**src/rtl/serial_adder_pkg.sv**
```systemverilog
// Shared definitions for the bit-serial adder.
//   state_e          : FSM state encoding (IDLE/RUN/DONE)
//   DEFAULT_WIDTH    : default operand width
//   cnt_width()      : bit counter width for a given operand width
package serial_adder_pkg;

    typedef enum logic [1:0] {
        IDLE = 2'd0,
        RUN  = 2'd1,
        DONE = 2'd2
    } state_e;

    localparam int DEFAULT_WIDTH = 8;

    // The counter only has to reach WIDTH-1. Clamp to at least one bit.
    function automatic int cnt_width(input int width);
        return (width <= 2) ? 1 : $clog2(width);
    endfunction

endpackage

```
**src/rtl/serial_carry_cell.sv**
```systemverilog
// One full-adder cell plus the carry flop that is threaded through the
// bit-serial addition.
//   clk_i, rst_ni : clock, async active-low reset
//   load_i        : load carry flop from cin_i (operation accept)
//   en_i          : advance carry flop with this cycle's carry out
//   cin_i         : carry-in captured on load
//   a_i, b_i      : current operand bit pair
//   s_o           : sum bit of the current pair
//   c_next_o      : carry out of the current pair
module serial_carry_cell (
    input  logic clk_i,
    input  logic rst_ni,
    input  logic load_i,
    input  logic en_i,
    input  logic cin_i,
    input  logic a_i,
    input  logic b_i,
    output logic s_o,
    output logic c_next_o
);

    logic carry_q;
    logic carry_d;
    logic half_s;

    assign half_s   = a_i ^ b_i;
    assign s_o      = half_s ^ carry_q;
    assign c_next_o = (a_i & b_i) | (carry_q & half_s);

    always_comb begin
        carry_d = carry_q;
        if (load_i) begin
            carry_d = cin_i;
        end else if (en_i) begin
            carry_d = c_next_o;
        end
    end

    always_ff @(posedge clk_i or negedge rst_ni) begin
        if (!rst_ni) begin
            carry_q <= 1'b0;
        end else begin
            carry_q <= carry_d;
        end
    end

endmodule

```
**src/rtl/serial_adder.sv**
```systemverilog
// Bit-serial WIDTH-bit adder, LSB first, one bit pair per clock.
// Optional feature: define SERIAL_ADDER_OVF_EN to add the ovf_o port
// (signed overflow of the last completed addition).
//   clk_i    : clock
//   rst_ni   : async active-low reset
//   start_i  : request, accepted in IDLE or DONE
//   a_i, b_i : operands, captured on the accepting edge
//   cin_i    : carry-in, captured on the accepting edge
//   busy_o   : high while an addition is in progress
//   done_o   : one-cycle pulse when sum_o/cout_o are valid
//   sum_o    : result, held until the next accept
//   cout_o   : carry out of bit WIDTH-1, held like sum_o
//   ovf_o    : (SERIAL_ADDER_OVF_EN only) signed overflow, held like cout_o
//
// state | meaning
// IDLE  | waiting for start, outputs hold the last result
// RUN   | processing one bit pair per clock
// DONE  | result valid, done pulse; start here restarts immediately
module serial_adder
    import serial_adder_pkg::*;
#(
    parameter int WIDTH = DEFAULT_WIDTH
) (
    input  logic             clk_i,
    input  logic             rst_ni,
    input  logic             start_i,
    input  logic [WIDTH-1:0] a_i,
    input  logic [WIDTH-1:0] b_i,
    input  logic             cin_i,
    output logic             busy_o,
    output logic             done_o,
    output logic [WIDTH-1:0] sum_o,
    output logic             cout_o
`ifdef SERIAL_ADDER_OVF_EN
    ,
    output logic             ovf_o
`endif
);

    localparam int CW = cnt_width(WIDTH);
    localparam logic [CW-1:0] LAST_CNT = CW'(WIDTH - 1);

    state_e           state_q, state_d;
    logic [CW-1:0]    count_q;
    logic [WIDTH-1:0] a_sr_q, b_sr_q, sum_q;
    logic             cout_q, done_q;
    logic             accept, run, last;
    logic             s_bit, c_next;

    assign run    = (state_q == RUN);
    assign accept = start_i && ((state_q == IDLE) || (state_q == DONE));
    assign last   = run && (count_q == LAST_CNT);

    always_ff @(posedge clk_i or negedge rst_ni) begin
        if (!rst_ni) begin
            state_q <= IDLE;
        end else begin
            state_q <= state_d;
        end
    end

    always_comb begin
        state_d = state_q;
        case (state_q)
            IDLE:    if (start_i) state_d = RUN;
            RUN:     if (count_q == LAST_CNT) state_d = DONE;
            DONE:    state_d = start_i ? RUN : IDLE;
            default: state_d = IDLE;
        endcase
    end

    always_comb begin
        busy_o = run;
        done_o = done_q;
        sum_o  = sum_q;
        cout_o = cout_q;
    end

    serial_carry_cell u_cell (
        .clk_i    (clk_i),
        .rst_ni   (rst_ni),
        .load_i   (accept),
        .en_i     (run),
        .cin_i    (cin_i),
        .a_i      (a_sr_q[0]),
        .b_i      (b_sr_q[0]),
        .s_o      (s_bit),
        .c_next_o (c_next)
    );

    // sum_q is not cleared on accept; it is simply refilled by WIDTH shifts.
    always_ff @(posedge clk_i or negedge rst_ni) begin
        if (!rst_ni) begin
            a_sr_q  <= '0;
            b_sr_q  <= '0;
            sum_q   <= '0;
            count_q <= '0;
            cout_q  <= 1'b0;
            done_q  <= 1'b0;
        end else begin
            done_q <= last;
            if (accept) begin
                a_sr_q  <= a_i;
                b_sr_q  <= b_i;
                count_q <= '0;
            end else if (run) begin
                a_sr_q  <= a_sr_q >> 1;
                b_sr_q  <= b_sr_q >> 1;
                sum_q   <= {s_bit, sum_q[WIDTH-1:1]};
                count_q <= count_q + 1'b1;
                if (last) begin
                    cout_q <= c_next;
                end
            end
        end
    end

`ifdef SERIAL_ADDER_OVF_EN
    logic ovf_q;

    // Carry into the MSB is recovered from the cell: a ^ b ^ s.
    always_ff @(posedge clk_i or negedge rst_ni) begin
        if (!rst_ni) begin
            ovf_q <= 1'b0;
        end else if (last) begin
            ovf_q <= a_sr_q[0] ^ b_sr_q[0] ^ s_bit ^ c_next;
        end
    end

    assign ovf_o = ovf_q;
`endif

endmodule

```
**config.mk**
```make
export PLATFORM = sky130hd
export DESIGN_NAME = serial_adder
export DESIGN_NICKNAME = d
export VERILOG_FILES = /design/src/rtl/serial_adder_pkg.sv /design/src/rtl/serial_carry_cell.sv /design/src/rtl/serial_adder.sv
export SDC_FILE = /design/constraint.sdc
export NUM_CORES = 1
export LEC_CHECK = 0
export ABC_AREA = 1
export CORE_AREA = 3 3 59 61
export DETAILED_ROUTE_END_ITERATION = 12
export DIE_AREA = 0 0 62 64
export MAX_ROUTING_LAYER = met4
export PLACE_DENSITY_LB_ADDON = 0.1
export SYNTH_ARGS = -nofsm -noshare
export SYNTH_HDL_FRONTEND = slang
export SYNTH_HIERARCHICAL = 1
export SYNTH_SLANG_ARGS = --single-unit
```
**constraint.sdc**
```tcl
create_clock -name clk_i -period 3.5 [get_ports clk_i]
set_input_delay 0.35 -clock clk_i [delete_from_list [all_inputs] [get_ports clk_i]]
set_output_delay 0.35 -clock clk_i [all_outputs]
set_load 0.005 [all_outputs]
```
==> results of run 1 <==
[cell type report]
class | instances | area [sq um]
fillers | 271 | 1050
flip-flops and latches | 32 | 801
multi-input cells | 121 | 609
repair buffers | 31 | 308
inverters | 34 | 138
clock buffers | 7 | 65.1
well taps | 44 | 55.1
[cells by family (layout without fill, tap and decap cells)]
kind of cell | count (synthesis) | after routing | share of synthesized area
fa+ha+maj | 3 | 3 | 0.0278
flops | 32 | 32 | 0.494
simple gates | 106 | 106 | 0.311
compound gates | 12 | 12 | 0.0370
buf+inv | 41 | 72 | 0.130
[per-stage QoR]
step | hold slack [ps] | total power, mW | instance area [sq um] | worst slack (ps) | utilization
CTS | 419 | 1.64 | 1980 | 1150 | 0.652
floorplan | 54.4 | 1.22 | 1620 | 2350 | -
detailed placement | 459 | 1.40 | 1910 | 1510 | 0.631
global placement | 458 | 1.38 | 1910 | 1560 | 0.631
finish | 412 | 1.62 | 1980 | 1170 | 0.652
global route | 429 | 1.79 | 1980 | 1010 | 0.652
[worst paths after layout]
path | start | end
worst max-delay path | state_q[0] | busy_o
worst min-delay path | rst_ni | count_q[2]
worst max register to register | state_q[0] | b_sr_q[0]
worst min register to register | a_sr_q[2] | a_sr_q[2]
max in group asynchronous | rst_ni | b_sr_q[3]
min in group clk_i | a_sr_q[2] | a_sr_q[2]
[flip-flops by register name, summed over array words and instances, names as in the netlist]
register and count:
a_sr_q 8, count_q 3, cout_o 1, state_q 2
sum_o 8, b_sr_q 8, u_cell/carry_q 1, done_o 1
[where the power goes]
part | total, mW | switching (mW) | internal, mW
sequential | 0.657 | 0.118 | 0.539
clock | 0.231 | 0.118 | 0.114
combinational | 0.730 | 0.412 | 0.318
[routing by layer]
layer,vias up,GRT usage,wire length [um]
li1,648,-,-
met1,565,0.227,1340
met2,31,0.249,1290
met3,6,0.0545,171
met4,0,0.0637,43
met5,-,-,0
[cell usage after synthesis]
master and number:
buf_2 1, buf_12 1, nand2_8 3, ha_1 2, a21oi_1 1, fa_1 1
nand3_1 24, dfrtp_1 32, o21ai_0 10, nor2_4 2, buf_4 2, buf_6 3
inv_6 2, nand2_1 69, inv_1 31, inv_2 1, nand2_2 5, o21ai_1 1
nor2_1 3
[critical path, delay by kind of cell (launching register included)]
family / cells / cell delay, ps
buffers and inverters: 2 / 700
DFF: 1 / 670
and+or+nand+nor: 1 / 280
==> impl_metrics.env, run 1 <==
export IMPL_status="complete, no violations"
export IMPL_max_freq_mhz=429
export IMPL_syn_num_nets=217
export IMPL_slew_violations=0
export IMPL_max_stage_delay_ps=670
export IMPL_cts_tree="done"
export IMPL_p_leak_nw=1.03
export IMPL_drtPass1Iterations=4
export IMPL_syn_area_sq_um=1620
export IMPL_dp_hpwl_um=2010
export IMPL_maxCapViolCount=0
export IMPL_die_w_um=62
export IMPL_routed_via_count=1250
export IMPL_num_rows=20
export IMPL_layout_drive_gt1_share=0.0933
export IMPL_wirelength_um=2850
export IMPL_post_cts_resized=0
export IMPL_finalHoldViolCount=0
export IMPL_clockRootBuffer="clkbuf_4"
export IMPL_clk_latency_ps=330
export IMPL_grt_setup_unrepaired="false"
export IMPL_synth_distinct_cells=19
export IMPL_postCtsSetupRepairBufs=0
export IMPL_synth_warnings=6
export IMPL_vias_per_cell=4.65
export IMPL_final_common_cell="nand2_1"
export IMPL_htree_levels=2
export IMPL_arrival_ps=1980
export IMPL_worst_slew_pin_transition_ps=513
export IMPL_finalNonFillerCells=269
export IMPL_grt_overflow=0
export IMPL_finalClockSkew_ps=10.4
export IMPL_syn_area_per_cell_sq_um=8.36
export IMPL_yosysTopAreaCell="dfrtp_1"
export IMPL_grt_total_usage=0.173
export IMPL_hold_path_class="primary input to async pin"
export IMPL_slew_headroom=0.658
export IMPL_numPortBuffers=30
export IMPL_clockBufferDepth=2
export IMPL_final_cell_mix="69 x nand2_1, 32 x dfrtp_1, 31 x inv_1"
export IMPL_routedWlPerCell_um=10.6
export IMPL_n_antenna_cell=0
export IMPL_fin_setup_tns_ps=0
export IMPL_drtAntennaViolNets=0
export IMPL_cpMaxStageDelayCell="dfrtp_1"
export IMPL_crit_type="register to primary output"
export IMPL_synth_top_area_frac=0.494
export IMPL_clock_sinks=32
export IMPL_p_per_area_nw_per_um2=819
export IMPL_r2r_cells=6
export IMPL_finalCritPeriodShare=0.667
export IMPL_grt_pass1_wl_um=4950
export IMPL_vdd_ir_drop_max_v=0.000344
export IMPL_startpoint_type="register"
export IMPL_worstPathRequired_ps=3150
export IMPL_place_congestion=0.745
export IMPL_coreArea_sq_um=3030
export IMPL_start_util=0.536
export IMPL_boundaryPins=31
export IMPL_grt_max_degree=33
export IMPL_setup_violations=0
export IMPL_fp_dieH_um=64
export IMPL_ys_ff_latch=32
export IMPL_nets=248
export IMPL_cp_end_kind="primary output"
export IMPL_numCtsBuffers=5
export IMPL_grt_pass1_vias=1124
export IMPL_syn_inst=194
export IMPL_grt_antenna_before_repair=0
export IMPL_ys_seq_area_frac=0.494
export IMPL_path_cells="inv_6 > nor2_4 > clkdlybuf4s50_1"
export IMPL_die_area_sq_um=3970
export IMPL_area_delta_synth_final_pct=21.8
export IMPL_drt_initial_drc_count=83
export IMPL_ctsHoldBuffers=0
export IMPL_cp_max_fo=15
export IMPL_drc=0
export IMPL_reg2reg_slack_ps=2080
export IMPL_period_minus_slack_ps=2330
export IMPL_synth_area_leaders="dfrtp_1 49%, nand2_1 16%, nand3_1 7.4%, inv_1 7.2%, nand2_8 3.7%"
export IMPL_clk_pin_slew_ps=100
export IMPL_dp_cells=262
No activity file was read; power rests on OpenSTA's default activity.
==> run 2: changes to the inputs <==
--- a/config.mk
+++ b/config.mk
@@ -6,9 +6,9 @@
 export NUM_CORES = 1
 export LEC_CHECK = 0
 export ABC_AREA = 1
-export CORE_AREA = 3 3 59 61
+export CORE_AREA = 3 3 61 63
 export DETAILED_ROUTE_END_ITERATION = 12
-export DIE_AREA = 0 0 62 64
+export DIE_AREA = 0 0 64 66
 export MAX_ROUTING_LAYER = met4
 export PLACE_DENSITY_LB_ADDON = 0.1
 export SYNTH_ARGS = -nofsm -noshare
==> constraint.sdc (replaced) <==
create_clock -name clk_i -period 2.28 [get_ports clk_i]
set_input_delay 0.228 -clock clk_i [delete_from_list [all_inputs] [get_ports clk_i]]
set_output_delay 0.228 -clock clk_i [all_outputs]
set_load 0.005 [all_outputs]
==> impl_metrics.env, run 2 (synthesis results as in run 1) <==
export IMPL_n_antenna_cell=0
export IMPL_p_seq_frac=0.404
export IMPL_grt_max_degree=33
export IMPL_drc=0
export IMPL_power_mw=2.52
export IMPL_clk_pin_slew_ps=90
export IMPL_setup_ws_ps=272
export IMPL_grt_setup_unrepaired="false"
export IMPL_max_freq_mhz=498
export IMPL_finalClockSkew_ps=4.79
export IMPL_grt_overflow=0
export IMPL_internal_power_mw=1.50
export IMPL_cp_max_fo=10
export IMPL_dp_hpwl_um=2220
export IMPL_final_cell_mix="69 x nand2_1, 32 x dfrtp_1, 31 x inv_1"
export IMPL_pwr_share_clk=0.141
export IMPL_wl_met1_um=1320
export IMPL_grt_pass1_vias=1239
export IMPL_coreArea_sq_um=3280
export IMPL_hold_path_class="primary input to async pin"
export IMPL_stdcell_area_sq_um=1990
export IMPL_drtPass1Iterations=4
export IMPL_clock_sinks=32
export IMPL_status="complete, no violations"
export IMPL_routedWlPerCell_um=11.3
export IMPL_boundaryPins=31
export IMPL_fin_setup_tns_ps=0
export IMPL_startpoint_type="register"
export IMPL_cts_tree="done"
export IMPL_dr_wl_met2_um=1520
export IMPL_whs_ps=290
export IMPL_htree_levels=2
export IMPL_setup_violations=0
export IMPL_grt_pass1_wl_um=5440
export IMPL_p_switching_mw=1.02
export IMPL_vias_per_cell=4.77
export IMPL_ctsHoldBuffers=0
export IMPL_grt_total_usage=0.172
export IMPL_finalCritPeriodShare=0.881
export IMPL_combPwrFrac=0.455
export IMPL_drtAntennaViolNets=0
export IMPL_maxCapViolCount=0
export IMPL_regToRegStartpoint="state_q[0]"
export IMPL_p_per_area_nw_per_um2=1270
export IMPL_fp_dieH_um=66
export IMPL_slew_violations=0
export IMPL_die_area_sq_um=4220
export IMPL_vdd_ir_drop_max_v=0.000419
export IMPL_place_congestion=0.728
export IMPL_clockBufferDepth=2
export IMPL_nets=249
export IMPL_top_layer_used="met4"
export IMPL_area_delta_synth_final_pct=22.5
export IMPL_post_place_ws_ps=582
export IMPL_r2r_cells=6
export IMPL_start_util=0.494
export IMPL_wirelength_um=3080
export IMPL_switching_share=0.403
export IMPL_arrival_ps=1780
export IMPL_reg2reg_to="u_cell/carry_q"
export IMPL_p_leak_nw=1.03
export IMPL_crit_path_start="state_q[0]"
export IMPL_drt_initial_drc_count=54
export IMPL_place_area_sq_um=1920
export IMPL_period_minus_slack_ps=2010
export IMPL_final_common_cell="nand2_1"
export IMPL_crit_type="register to primary output"
export IMPL_slew_headroom=0.635
export IMPL_worst_slew_pin_transition_ps=547
export IMPL_dr_wl_met3_um=175
export IMPL_post_cts_resized=0
export IMPL_routed_via_count=1298
export IMPL_num_rows=21
export IMPL_cp_end_kind="primary output"
export IMPL_reg2reg_slack_ps=820
export IMPL_numCtsBuffers=5
export IMPL_grt_antenna_before_repair=0
export IMPL_worstPathRequired_ps=2050
export IMPL_numPortBuffers=30
export IMPL_finalHoldViolCount=0
export IMPL_clockRootBuffer="clkbuf_4"
export IMPL_layout_drive_gt1_share=0.0973
export IMPL_postCtsSetupRepairBufs=0
export IMPL_clk_latency_ps=320
export IMPL_die_w_um=64
## run 2: cell count changes in the layout (fill, tap and decap cells not counted), sizes merged
cell / before / now
buf: 1 / 2
## run 2: worst max path at each step
stage,to,slack [ps]
2_1_floorplan,u_cell/carry_q,1140
3_3_place_gp,busy_o,610
3_5_place_dp,a_sr_q[2],580
4_1_cts,busy_o,250
5_1_grt,busy_o,160
6_report,busy_o,270
## run 2: final cells by class
class / instances / area, sq um
fillers: 321 / 1300
flip-flops and latches: 32 / 801
multi-input cells: 121 / 609
repair buffers: 32 / 315
inverters: 34 / 138
clock buffers: 7 / 65.1
well taps: 46 / 57.6
## run 2: per-layer routing
layer / vias to the layer above / GRT usage
li1: 652 / -
met1: 601 / 0.202
met2: 37 / 0.285
met3: 8 / 0.0425
met4: 0 / 0.0701
met5: - / -
## run 2: critical path: stages, from the launching register on
cell and delay, ps:
dfrtp_1 700, inv_6 140, nor2_4 120, clkdlybuf4s50_1 500
## run 2: metrics by stage
step,util,instances
after global routing,0.605,272
final,0.605,272
after global placement,0.585,265
after floorplan,-,194
after CTS,0.605,272
after detailed placement,0.585,265
## run 2: power by group through the flow
stage	logic (mW)	clock network [mW]	registers (mW)
5_1_grt	1.32	0.404	1.06
2_1_floorplan	0.903	0	0.971
6_report	1.15	0.356	1.02
3_5_place_dp	1.16	0	1.03
3_3_place_gp	1.12	0	1.02
4_1_cts	1.17	0.364	1.02
==> run 3: changes to the inputs <==
==> constraint.sdc (replaced) <==
create_clock -name clk_i -period 2.2 [get_ports clk_i]
set_input_delay 0.22 -clock clk_i [delete_from_list [all_inputs] [get_ports clk_i]]
set_output_delay 0.22 -clock clk_i [all_outputs]
set_load 0.005 [all_outputs]
==> impl_metrics.env, run 3 (synthesis results as in run 1) <==
export IMPL_grt_pass1_vias=1131
export IMPL_max_freq_mhz=606
export IMPL_grt_antenna_before_repair=0
export IMPL_finalCritPeriodShare=0.750
export IMPL_postCtsSetupRepairBufs=0
export IMPL_routed_via_count=1252
export IMPL_grt_total_usage=0.159
export IMPL_clockRootBuffer="clkbuf_4"
export IMPL_startpoint_type="register"
export IMPL_place_area_sq_um=1930
export IMPL_cp_top_family="buffers and inverters"
export IMPL_numCtsBuffers=5
export IMPL_finalClockSkew_ps=6.48
export IMPL_fin_setup_tns_ps=0
export IMPL_ctsHoldBuffers=0
export IMPL_start_util=0.494
export IMPL_clock_sinks=32
export IMPL_coreArea_sq_um=3280
export IMPL_final_common_cell="nand2_1"
export IMPL_clockBufferDepth=2
export IMPL_period_minus_slack_ps=1650
export IMPL_crit_buf_inv=2
export IMPL_grt_setup_unrepaired="false"
export IMPL_final_cell_mix="69 x nand2_1, 32 x dfrtp_1, 31 x inv_1"
export IMPL_worst_slew_pin_transition_ps=469
export IMPL_place_congestion=0.764
export IMPL_grt_max_degree=33
export IMPL_crit_path_start="state_q[0]"
export IMPL_maxCapViolCount=0
export IMPL_clk_latency_ps=330
export IMPL_vias_per_cell=4.59
export IMPL_cts_tree="done"
export IMPL_nets=250
export IMPL_drt_initial_drc_count=56
export IMPL_post_cts_resized=0
export IMPL_stdcell_area_sq_um=1990
export IMPL_drtAntennaViolNets=0
export IMPL_n_antenna_cell=0
export IMPL_layout_drive_gt1_share=0.101
export IMPL_slew_violations=0
export IMPL_path_cells="inv_6 > nor2_4 > clkdlybuf4s50_1"
export IMPL_numPortBuffers=30
export IMPL_htree_levels=2
export IMPL_drtPass1Iterations=4
export IMPL_setup_violations=0
export IMPL_crit_type="register to primary output"
export IMPL_nFillCells=317
export IMPL_finalHoldViolCount=0
export IMPL_worstPathRequired_ps=1980
export IMPL_slew_headroom=0.686
export IMPL_die_w_um=64
export IMPL_finalNonFillerCells=273
export IMPL_dp_hpwl_um=2070
export IMPL_p_per_area_nw_per_um2=1310
export IMPL_cpMaxStageDelayCell="clkdlybuf4s50_1"
export IMPL_max_stage_delay_ps=500
export IMPL_routedWlPerCell_um=10.6
export IMPL_vdd_ir_drop_max_v=0.000551
export IMPL_grt_pass1_wl_um=5000
export IMPL_die_area_sq_um=4220
export IMPL_dp_cells=266
export IMPL_num_rows=21
export IMPL_regToRegStartpoint="state_q[0]"
export IMPL_area_delta_synth_final_pct=22.9
export IMPL_hold_path_class="primary input to async pin"
export IMPL_fp_dieH_um=66
export IMPL_status="complete, no violations"
export IMPL_clk_pin_slew_ps=90
export IMPL_cp_max_fo=10
export IMPL_whs_ps=275
export IMPL_cp_end_kind="primary output"
export IMPL_drc=0
export IMPL_boundaryPins=31
export IMPL_wirelength_um=2890
export IMPL_grt_overflow=0
export IMPL_arrival_ps=1430
export IMPL_p_leak_nw=1.04
[run 3: cell count changes in the layout (fill, tap and decap cells not counted)]
cell / previous run / this run
buf_4: 2 / 3
[run 3: worst paths after layout]
check,cells past startpoint,slack [ps],end
setup / recovery,3,550,busy_o
hold / removal,2,280,sum_o[3]
setup reg to reg,6,1000,b_sr_q[5]
hold reg to reg,2,480,a_sr_q[5]
max in group asynchronous,2,1630,sum_o[6]
min in group clk_i,3,420,a_sr_q[7]
[run 3: cell type report]
cell class | count | area (sq um) | area share
sequential | 32 | 801 | 0.402
tap | 46 | 57.6 | 0.0289
clock buffer | 7 | 65.1 | 0.0326
timing repair buffer | 33 | 323 | 0.162
multi-input combinational | 121 | 609 | 0.306
inverter | 34 | 138 | 0.0691
[run 3: through the flow]
| step | utilization | total power, mW | setup slack, ps |
|---|---|---|---|
| detailed placement | 0.587 | 2.27 | 527 |
| floorplan | - | 1.94 | 1060 |
| global route | 0.607 | 2.86 | 470 |
| CTS | 0.607 | 2.65 | 521 |
| global placement | 0.587 | 2.23 | 557 |
| finish | 0.607 | 2.61 | 549 |
[run 3: metal layers]
| layer | GRT usage | wire (um) | vias to the layer above |
|---|---|---|---|
| li1 | - | - | 653 |
| met1 | 0.194 | 1310 | 563 |
| met2 | 0.252 | 1370 | 30 |
| met3 | 0.0476 | 173 | 6 |
| met4 | 0.0566 | 41 | 0 |
| met5 | - | 0 | - |
[run 3: where the power goes]
| group | total, mW | leakage (nW) | internal (mW) | switching [mW] |
|---|---|---|---|---|
| Clock | 0.376 | 0.0374 | 0.181 | 0.195 |
| Sequential | 1.02 | 0.400 | 0.859 | 0.162 |
| Combinational | 1.21 | 0.602 | 0.531 | 0.679 |
